--- src/rtl/register_file_param_if.sv ---
// Register-file bus: decode read/write addressing in, registered operands and debug bank out.
interface register_file_param_if #(
  parameter int DATA_W   = 32,
  parameter int ADDR_W   = 4,
  parameter int NUM_REGS = 15
);
  logic                       re;
  logic [ADDR_W-1:0]          a1;
  logic [ADDR_W-1:0]          a2;
  logic                       we_rf;
  logic [ADDR_W-1:0]          rd;
  logic [DATA_W-1:0]          wd3;
  logic [DATA_W-1:0]          pc_in;
  logic [DATA_W-1:0]          rd1;
  logic [DATA_W-1:0]          rd2;
  logic                       rd_valid;
  logic [NUM_REGS*DATA_W-1:0] register_bank;

  modport master (
    output re, a1, a2, we_rf, rd, wd3, pc_in,
    input  rd1, rd2, rd_valid, register_bank
  );

  modport slave (
    input  re, a1, a2, we_rf, rd, wd3, pc_in,
    output rd1, rd2, rd_valid, register_bank
  );
endinterface

--- src/rtl/register_file_param.sv ---
// Two-read/one-write register file with registered write-first reads and a PC alias at the top address.
module register_file_param #(
  parameter int DATA_W    = 32,
  parameter int ADDR_W    = 4,
  parameter int NUM_REGS  = 15,
  parameter int PC_OFFSET = 8
) (
  input  logic                 clk,
  input  logic                 rst,
  register_file_param_if.slave bus
);

  localparam logic [ADDR_W-1:0] PC_ADDR = '1;
  localparam logic [ADDR_W-1:0] NREGS_A = ADDR_W'(NUM_REGS);

  logic [DATA_W-1:0]          r_regs [NUM_REGS];
  logic [DATA_W-1:0]          r_rd1_p1;
  logic [DATA_W-1:0]          r_rd2_p1;
  logic                       r_vld_p1;
  logic                       w_wr_hit;
  logic [NUM_REGS*DATA_W-1:0] w_bank;
  logic [DATA_W-1:0]          w_pc_val;
  logic [DATA_W-1:0]          w_rd1_p0;
  logic [DATA_W-1:0]          w_rd2_p0;

  function automatic logic [DATA_W-1:0] pc_plus_offset(input logic [DATA_W-1:0] pc);
    return pc + DATA_W'(PC_OFFSET);
  endfunction

  // Write-first: a same-edge write to the read address wins over stored contents.
  function automatic logic [DATA_W-1:0] read_value(
    input logic [ADDR_W-1:0]          addr,
    input logic [NUM_REGS*DATA_W-1:0] bank,
    input logic                       wr_hit,
    input logic [ADDR_W-1:0]          wr_addr,
    input logic [DATA_W-1:0]          wr_data,
    input logic [DATA_W-1:0]          pc_val
  );
    logic [DATA_W-1:0] v;
    v = '0;
    if (wr_hit && (addr == wr_addr))
      v = wr_data;
    else if (addr < NREGS_A)
      v = bank[addr*DATA_W +: DATA_W];
    else if (addr == PC_ADDR)
      v = pc_val;
    return v;
  endfunction

  for (genvar g = 0; g < NUM_REGS; g++) begin : g_bank
    assign w_bank[g*DATA_W +: DATA_W] = r_regs[g];
  end

  assign w_wr_hit = bus.we_rf && (bus.rd < NREGS_A);
  assign w_pc_val = pc_plus_offset(bus.pc_in);

  // Stage p0: address decode and bypass selection
  always_comb begin
    w_rd1_p0 = read_value(bus.a1, w_bank, w_wr_hit, bus.rd, bus.wd3, w_pc_val);
    w_rd2_p0 = read_value(bus.a2, w_bank, w_wr_hit, bus.rd, bus.wd3, w_pc_val);
  end

  // Stage p1: register array update and read-data registers
  always_ff @(posedge clk) begin
    if (rst) begin
      for (int i = 0; i < NUM_REGS; i++)
        r_regs[i] <= '0;
      r_rd1_p1 <= '0;
      r_rd2_p1 <= '0;
      r_vld_p1 <= 1'b0;
    end else begin
      for (int i = 0; i < NUM_REGS; i++)
        if (w_wr_hit && (bus.rd == ADDR_W'(i)))
          r_regs[i] <= bus.wd3;
      if (bus.re) begin
        r_rd1_p1 <= w_rd1_p0;
        r_rd2_p1 <= w_rd2_p0;
      end
      r_vld_p1 <= bus.re;
    end
  end

  assign bus.rd1           = r_rd1_p1;
  assign bus.rd2           = r_rd2_p1;
  assign bus.rd_valid      = r_vld_p1;
  assign bus.register_bank = w_bank;

endmodule

--- src/flat_wrapper.sv ---
// flat-port wrapper written by rule: the top's interface ports become plain ports
module register_file_param_flat 
#(
  parameter int DATA_W    = 32,
  parameter int ADDR_W    = 4,
  parameter int NUM_REGS  = 15,
  parameter int PC_OFFSET = 8
)
  (clk, rst, bus_re, bus_a1, bus_a2, bus_we_rf, bus_rd, bus_wd3, bus_pc_in, bus_rd1, bus_rd2, bus_rd_valid, bus_register_bank);
  register_file_param_if #(.DATA_W(DATA_W), .ADDR_W(ADDR_W), .NUM_REGS(NUM_REGS)) bus_i ();
  input  logic clk;
  input  logic rst;
  input wire logic [$bits(bus_i.re)-1:0] bus_re;
  input wire logic [$bits(bus_i.a1)-1:0] bus_a1;
  input wire logic [$bits(bus_i.a2)-1:0] bus_a2;
  input wire logic [$bits(bus_i.we_rf)-1:0] bus_we_rf;
  input wire logic [$bits(bus_i.rd)-1:0] bus_rd;
  input wire logic [$bits(bus_i.wd3)-1:0] bus_wd3;
  input wire logic [$bits(bus_i.pc_in)-1:0] bus_pc_in;
  output wire logic [$bits(bus_i.rd1)-1:0] bus_rd1;
  output wire logic [$bits(bus_i.rd2)-1:0] bus_rd2;
  output wire logic [$bits(bus_i.rd_valid)-1:0] bus_rd_valid;
  output wire logic [$bits(bus_i.register_bank)-1:0] bus_register_bank;
  assign bus_i.re = bus_re;
  assign bus_i.a1 = bus_a1;
  assign bus_i.a2 = bus_a2;
  assign bus_i.we_rf = bus_we_rf;
  assign bus_i.rd = bus_rd;
  assign bus_i.wd3 = bus_wd3;
  assign bus_i.pc_in = bus_pc_in;
  assign bus_rd1 = bus_i.rd1;
  assign bus_rd2 = bus_i.rd2;
  assign bus_rd_valid = bus_i.rd_valid;
  assign bus_register_bank = bus_i.register_bank;
  register_file_param #(.DATA_W(DATA_W), .ADDR_W(ADDR_W), .NUM_REGS(NUM_REGS), .PC_OFFSET(PC_OFFSET)) u_core (.clk(clk), .rst(rst), .bus(bus_i));
endmodule
--- config.mk ---
export PLATFORM = sky130hd
export DESIGN_NAME = register_file_param_flat
export DESIGN_NICKNAME = d
export VERILOG_FILES = /design/src/rtl/register_file_param_if.sv /design/src/rtl/register_file_param.sv /design/src/flat_wrapper.sv
export SDC_FILE = /design/constraint.sdc
export NUM_CORES = 1
export LEC_CHECK = 0
export ABC_AREA = 1
export ABC_CLOCK_PERIOD_IN_PS = 4850
export CAP_MARGIN = 20
export CORE_ASPECT_RATIO = 1.2
export CORE_MARGIN = 4
export CORE_UTILIZATION = 40
export CTS_CLUSTER_DIAMETER = 30
export DETAILED_ROUTE_END_ITERATION = 8
export DONT_BUFFER_PORTS = 1
export SLEW_MARGIN = 20
export SYNTH_ARGS = -nofsm -noshare
export SYNTH_HDL_FRONTEND = slang
export SYNTH_SLANG_ARGS = --single-unit
--- constraint.sdc ---
create_clock -name clk -period 4.85 [get_ports clk]
set_clock_uncertainty 0.05 [all_clocks]
set_input_delay 0.97 -clock clk [delete_from_list [all_inputs] [get_ports clk]]
set_output_delay 0.97 -clock clk [all_outputs]
set_load 0.05 [all_outputs]
* Word-level counts from Yosys, hierarchy flattened
Memory sizes are Yosys's and may differ from the RTL's.
Cells that the tools add are included.
** Storage, ports and cells
- Flip-flop bits (word level) :: 65
- Latch bits :: 0
- Bits in writable memories :: 480
- ROM bits :: 0
- Input port bits :: 80
- Output and inout bits :: 545
- Word-level logic and storage cells :: 130
- Memories kept :: 1
** Memories
- u_core.r_regs :: depth 15, width 32, read ports 15, clocked after Yosys merged registers in 0, wr ports 15, RTL line register_file_param.sv:16 : logic [DATA_W-1:0] r_regs [NUM_REGS];
** Cells by class
- $add $sub $neg :: 1
- $mul :: 0
- Div/mod/pow operators :: 0
- $lt $le $gt $ge :: 3
- Equal/unequal tests :: 18
- Shift operators :: 2
- Muxes and demuxes :: 68
- Bitwise gates (word level) :: 15
- Reductions and logical operators :: 19
** Operators by type and width (number)
- variable part select 480 x 10 -> 32 bit :: 2
- two-way mux 32 bit :: 21
- two-way mux 1 bit :: 47
- equality test 4 bit, second input constant :: 9
- adder 32 x 4 -> 32 bit, second input constant :: 1
- logical AND 1 bit :: 18
- equality test 4 x 3 -> 1 bit, second input constant :: 4
- OR 1 bit :: 15
- less-than comparator 4 bit, second input constant :: 3
- equality test 4 x 2 -> 1 bit, second input constant :: 2
- equality test 4 bit :: 2
- equality test 4 x 1 -> 1 bit, second input constant :: 1
- zero test 4 bit :: 1

* Longest topological paths before layout
Gate-level depths: netlist of run 1.
- Depth after elaboration :: 7
- Mapped depth :: 15
- Mapped depth without buffers :: 13

* Worst setup path before layout of run 1
No wires, ideal clock.
- Kind :: in2reg
- Start point :: in bus_rd[1]
- End point :: mem u_core.r_regs[12][0] (netlist: u_core.r_regs[0][384]) (enable)
- Library setup time :: 466 ps
- Data arrival time :: 3666 ps
- Data required time :: 4334 ps
- Slack :: 668 ps
- Stages on the path :: 4
- Path buffers :: 1
- Cell sequence :: clkbuf_2 nor3_1 inv_1 o21ai_0
** RTL lines
- start: declaration :: RTL line flat_wrapper.sv:17 : input wire logic [$bits(bus_i.rd)-1:0] bus_rd;
- end: declaration :: RTL line register_file_param.sv:16

* Final worst setup path of run 1
- Start point :: in bus_a1[1]
- End point :: reg u_core.r_rd1_p1[28] (netlist: u_core.bus.rd1[28])
** On the way
- Longest elaborated chain between the ends :: 4
- Elaborated cells on any way between the ends :: 8
- Classes of those cells :: order compare: 1; eq/ne: 2; shift: 1; mux: 3; reduce/logical: 1
** Ends and longest elaborated chain
- start: declaration :: RTL line flat_wrapper.sv:14 : input wire logic [$bits(bus_i.a1)-1:0] bus_a1;
- parallel branches: the longest is 3 deep, another holds variable part select 480 x 10 -> 32 bit
- two-way mux 32 bit (*) :: RTL line register_file_param.sv:41 : if (wr_hit && (addr == wr_addr))
- end signal: assignment :: RTL line register_file_param.sv:76 : r_rd1_p1 <= w_rd1_p0;
- end: declaration :: RTL line register_file_param.sv:17 : logic [DATA_W-1:0] r_rd1_p1;
Every way passes the cells marked *.
A chain may end at the register's enable or synchronous reset.

==> impl_metrics.json, run 1 <==
{
  "cts.sinks": 545,
  "power_density_nw_per_um2": 478,
  "worstHoldStart": "rst",
  "dieArea_um2": 79000,
  "worstPathMaxFanout": 73,
  "synth_cell_types": 30,
  "tightest_slew_ps": 1150,
  "yosysTopAreaCell": "edfxtp_1",
  "avgSynthCellArea_um2": 7.81,
  "cp_slowest_cell": "buf_4",
  "dr.first_iter.drc_count": 4288,
  "drc": 0,
  "crit_chain": "inv_4 > buf_4 > nand3_1 > nand3_1 > nand3_1 > nand2_1 > inv_1 > nand3_1 > nand2_1 > a21oi_1",
  "die_w_um": 257,
  "worstPathRequired_ps": 5420,
  "grt_antenna_before_repair": 7,
  "postCtsHoldBufs": 0,
  "vias": 29008,
  "period_needed_ps": 2980,
  "yosysTopAreaCellShare": 0.483,
  "post-route-period-util": 0.615,
  "cts_made_buffers": 113,
  "min_path_cells": 1,
  "status": "completed",
  "p_leak_nw": 14.2,
  "wl_mm": 157,
  "fin_area_um2": 34600,
  "ys_seq_area_frac": 0.527,
  "drv_cap": 0,
  "cts_tree": "built",
  "finalSetupViolations": 0,
  "coreArea_um2": 73800,
  "max_stage_delay_ps": 890,
  "yosysWarnings": 0,
  "die_y_um": 307,
  "start_kind": "primary input",
  "layout-drive-gt1-share": 0.0733,
  "syn_nets": 3903,
  "grt_usage": 0.384,
  "finalNetCount": 3817,
  "grt_pass1_vias": 26874,
  "grt_first_pass_wirelength_mm": 216,
  "yosys_register_bits": 545,
  "initial_utilization": 0.404,
  "endpoint_kind": "flop",
  "tns_ps": 0,
  "slew_headroom": 0.233,
  "grt_setup_unrepaired": "no",
  "async_reset_ff_frac": 0,
  "hold_path_end": "u_core.bus.rd2[22]",
  "grt_max_degree": 185,
  "min_path_type": "primary input to flop",
  "drt_pre_antenna_iters": 7,
  "max_freq_mhz": 335,
  "reg2reg_to": "u_core.bus.rd2[22]",
  "nFillCells": 7302,
  "wl_per_cell_um": 32.5,
  "ctsResizeCount": 0,
  "cts_buffer_depth": 3,
  "htreeDepth": 3,
  "clk_latency_ps": 700,
  "ys.flop_type": "edfxtp_1",
  "numPortBuffers": 0,
  "worstPathArrival_ps": 3550,
  "syn_area_um2": 29800,
  "synth_top_cells_by_area": "edfxtp_1, nand2_1, nor2_1, inv_1, nand3_1",
  "ir_drop_mv": 0.293,
  "place_area_um2": 30700,
  "hold_viol_final": 0,
  "clkTransAtPathRegs_ps": 50,
  "drv_slew": 0,
  "post-cts-setup-buffers": 0,
  "io-pin-count": 625,
  "syn_to_final_growth_pct": 16.0,
  "ant_nets": 0,
  "overflow": 0,
  "r2r-start": "u_core.r_regs[0][150]",
  "r2r_cells": 10,
  "rows": 109,
  "hpwl_mm": 111,
  "gp_congestion": 0.991,
  "synth_edf_count": 480,
  "cts_root_buffer": "clkbuf_16",
  "netlist_instances": 3822,
  "critPathMostFrequentCell": "nand3_1",
  "reg2reg_slack_ps": 2630,
  "vias_per_cell": 5.99,
  "setup.worst_path.class": "primary input to flop"
}
==> sequential cells by signal, indices dropped and copies added (netlist names) <==
signal	cells
u_core.r_regs	480
u_core.bus.rd_valid	1
u_core.bus.rd1	32
u_core.bus.rd2	32
==> worst max-delay path by stage <==
stage | start | endpoint | slack (ps)
CTS | bus_a1[1] | u_core.bus.rd1[28] | 2070
floorplan | bus_rd[1] | u_core.r_regs[0][384] | 670
finish | bus_a1[1] | u_core.bus.rd1[28] | 1870
global placement | bus_a1[1] | u_core.bus.rd1[28] | 1390
detailed placement | bus_a1[1] | u_core.bus.rd1[28] | 1370
global route | bus_a1[1] | u_core.bus.rd1[28] | 1910
==> final cells by class <==
type                            count  area (um^2)  area share
Inverter                          431         1630      0.0471
Clock buffer                      122         2880      0.0833
Clock inverter                     92         1040      0.0299
Multi-Input combinational cell   2591        11600       0.334
Timing Repair Buffer               54          518      0.0150
Sequential cell                   545        15700       0.454
Tap cell                          999         1250      0.0361
Antenna cell                        6         15.0    0.000434
==> cells in the final DEF, fill, tap and decap left out, types with 14 or more instances in the layout <==
| cell type | n |
|---|---|
| o211ai_1 | 86 |
| clkinv_1 | 32 |
| inv_6 | 16 |
| nand3_1 | 269 |
| a22oi_1 | 18 |
| bufinv_16 | 14 |
| edfxtp_1 | 480 |
| inv_1 | 402 |
| nand2_1 | 1141 |
| a21oi_1 | 133 |
| nor2_1 | 534 |
| dfxtp_1 | 65 |
| o21ai_0 | 200 |
| buf_4 | 45 |
| clkbuf_16 | 114 |
| clkinvlp_4 | 18 |
| o21ai_1 | 14 |
| nand4_1 | 118 |
| nand3b_1 | 21 |
==> metrics by stage <==
step / setup WS [ps] / power [mW] / util / hold WS, ps / instances
floorplan: 668 / 7.87 / - / 638 / 3822
global placement: 1390 / 8.62 / 0.415 / 652 / 4620
detailed placement: 1370 / 8.63 / 0.415 / 656 / 4620
CTS: 2070 / 16.5 / 0.469 / 280 / 4834
global route: 1910 / 16.9 / 0.469 / 290 / 4836
finish: 1870 / 16.6 / 0.469 / 301 / 4840
==> metal layers <==
metal | vias up | routed length, um | global-route usage
li1 | 12413 | - | -
met2 | 2277 | 70800 | 0.605
met4 | 0 | 10200 | 0.211
met3 | 416 | 22600 | 0.149
met5 | - | 0 | 0
met1 | 13902 | 53700 | 0.452
==> synthesized netlist by cell type, types with 4 or more instances <==
cell type / count
a21oi_1: 133
a22oi_1: 18
buf_1: 30
buf_2: 89
buf_4: 6
clkbuf_1: 128
clkinv_1: 21
dfxtp_1: 65
edfxtp_1: 480
inv_1: 404
inv_2: 6
nand2_1: 1152
nand3_1: 269
nand3b_1: 21
nand4_1: 118
nor2_1: 538
o211ai_1: 86
o21ai_0: 206
o21ai_1: 14
o22ai_1: 13
xnor2_1: 4
xor2_1: 10
==> critical path: cells and delay by family <==
kind | cells | cell delay [ps]
buffers and inverters | 3 | 1320
and+or+nand+nor | 6 | 1010
AOI/OAI and AO/OA | 1 | 110
==> cell families (layout without fill, tap and decap cells) <==
family,Yosys count,after routing,synth area share
AND/OR/NAND/NOR,2102,2102,0.289
AO/OA/AOI/OAI,474,474,0.0890
buffers and inverters,686,699,0.0909
XOR/XNOR,14,14,0.00411
flip-flops,545,545,0.527
adder cells (fa/ha/maj),1,1,0.000419
other,0,6,0
==> power by group <==
group	internal, mW	switching, mW
combinational	0.382	1.08
clock	5.10	2.85
sequential	5.49	1.66
total	11.0	5.59
Note: power is estimated with default switching activity, not from simulation.
==> inputs of run 2 (changes only) <==
Settings changed: ABC_CLOCK_PERIOD_IN_PS 4850 to 3100.
Clock period 4.85 ns to 3.1 ns, I/O delays scaled along.
==> impl_metrics.json, run 2 (synthesis results as in run 1) <==
{
  "grt_antenna_before_repair": 6,
  "drt_pre_antenna_iters": 6,
  "coreArea_um2": 73800,
  "start_kind": "flop",
  "power_mw": 25.5,
  "period_needed_ps": 2240,
  "post-route-period-util": 0.722,
  "layout-drive-gt1-share": 0.0840,
  "ant_nets": 0,
  "syn_to_final_growth_pct": 17.0,
  "overflow": 0,
  "ctsResizeCount": 0,
  "initial_utilization": 0.404,
  "drv_cap": 0,
  "clk_latency_ps": 700,
  "pre_cts_slack_ps": 591,
  "vias_per_cell": 5.91,
  "regMostFlops": "u_core.r_regs",
  "largest_reg_flops": 480,
  "slew_headroom": 0.401,
  "grt_setup_unrepaired": "no",
  "htreeDepth": 3,
  "post-cts-setup-buffers": 0,
  "hpwl_mm": 110,
  "dieArea_um2": 79000,
  "worstPathMaxFanout": 3,
  "worstPathArrival_ps": 1570,
  "cts_buffer_depth": 3,
  "vias": 28867,
  "grt_max_degree": 185,
  "place_inst": 4670,
  "numPortBuffers": 0,
  "ir_drop_mv": 0.588,
  "rows": 109,
  "finalNetCount": 3866,
  "whs_ps": 114,
  "tightest_slew_ps": 897,
  "cts_root_buffer": "clkbuf_16",
  "cts_tree": "built",
  "grt_first_pass_wirelength_mm": 211,
  "cts_made_buffers": 111,
  "power_density_nw_per_um2": 731,
  "max_freq_mhz": 447,
  "clkTransAtPathRegs_ps": 50,
  "dr.first_iter.drc_count": 4018,
  "drc": 0,
  "drv_slew": 0,
  "nFillCells": 7218,
  "final_cell_mix": "nand2_1, nor2_1, edfxtp_1",
  "layout_commonest_cell": "nand2_1",
  "finalSetupViolations": 0,
  "gp_congestion": 0.981,
  "cts.sinks": 545,
  "final_cells": 4884,
  "wl_per_cell_um": 31.6,
  "die_w_um": 257,
  "min_path_type": "primary input to flop",
  "wl_mm": 154,
  "utilization": 0.473,
  "io-pin-count": 625,
  "status": "completed",
  "worst_slack_ps": 863,
  "setup.worst_path.class": "flop to output pin",
  "endpoint_kind": "output pin",
  "hold_viol_final": 0,
  "postCtsHoldBufs": 1,
  "grt_pass1_vias": 26897,
  "p_leak_nw": 14.5,
  "grt_usage": 0.375,
  "die_y_um": 307,
  "worstPathRequired_ps": 2430
}
-- run 2: changes by cell type in the layout (fill, tap and decap cells not counted), sizes merged --
cell | previous run | this run
diode | 6 | 3
buf | 54 | 105
bufinv | 14 | 10
inv | 430 | 438
clkbuf | 122 | 120
clkinvlp | 18 | 7
clkinv | 61 | 66
-- run 2: power by group --
part	leakage (nW)	total (mW)	internal, mW	switching [mW]
combinational	7.50	2.45	0.654	1.79
sequential	5.15	11.1	8.58	2.50
clock	1.84	12.0	7.57	4.44
-- run 2: worst paths after layout --
| kind | start | end | slack [ps] | depth (start not counted) |
|---|---|---|---|---|
| max | u_core.r_regs[0][474] | bus_register_bank[474] | 860 | 0 |
| min | bus_wd3[21] | u_core.r_regs[0][309] | 110 | 2 |
| max reg2reg | u_core.r_regs[0][20] | u_core.bus.rd2[20] | 880 | 10 |
| min reg2reg | u_core.bus.rd2[17] | u_core.bus.rd2[17] | 670 | 2 |
-- run 2: per-layer routing --
metal / track usage / wire (um) / vias to the layer above
met1: 0.440 / 53000 / 13760
met4: 0.199 / 9820 / 6
met5: 0 / 49 / -
met3: 0.161 / 22900 / 432
met2: 0.585 / 68600 / 2180
li1: - / - / 12489
-- run 2: final cells by class --
type | count | area, um^2 | area share
clock inverters | 90 | 930 | 0.0266
inverters | 431 | 1630 | 0.0467
clock buffers | 120 | 2830 | 0.0812
diodes | 3 | 7.51 | 0.000215
multi-input cells | 2591 | 11500 | 0.331
repair buffers | 105 | 1000 | 0.0287
flip-flops and latches | 545 | 15700 | 0.450
well taps | 999 | 1250 | 0.0358
-- run 2: stage by stage --
stage,TNS [ps],area [um^2]
2_1_floorplan,-90380,29800
3_3_place_gp,0,31100
3_5_place_dp,0,31100
4_1_cts,0,34900
5_1_grt,0,34900
6_report,0,34900
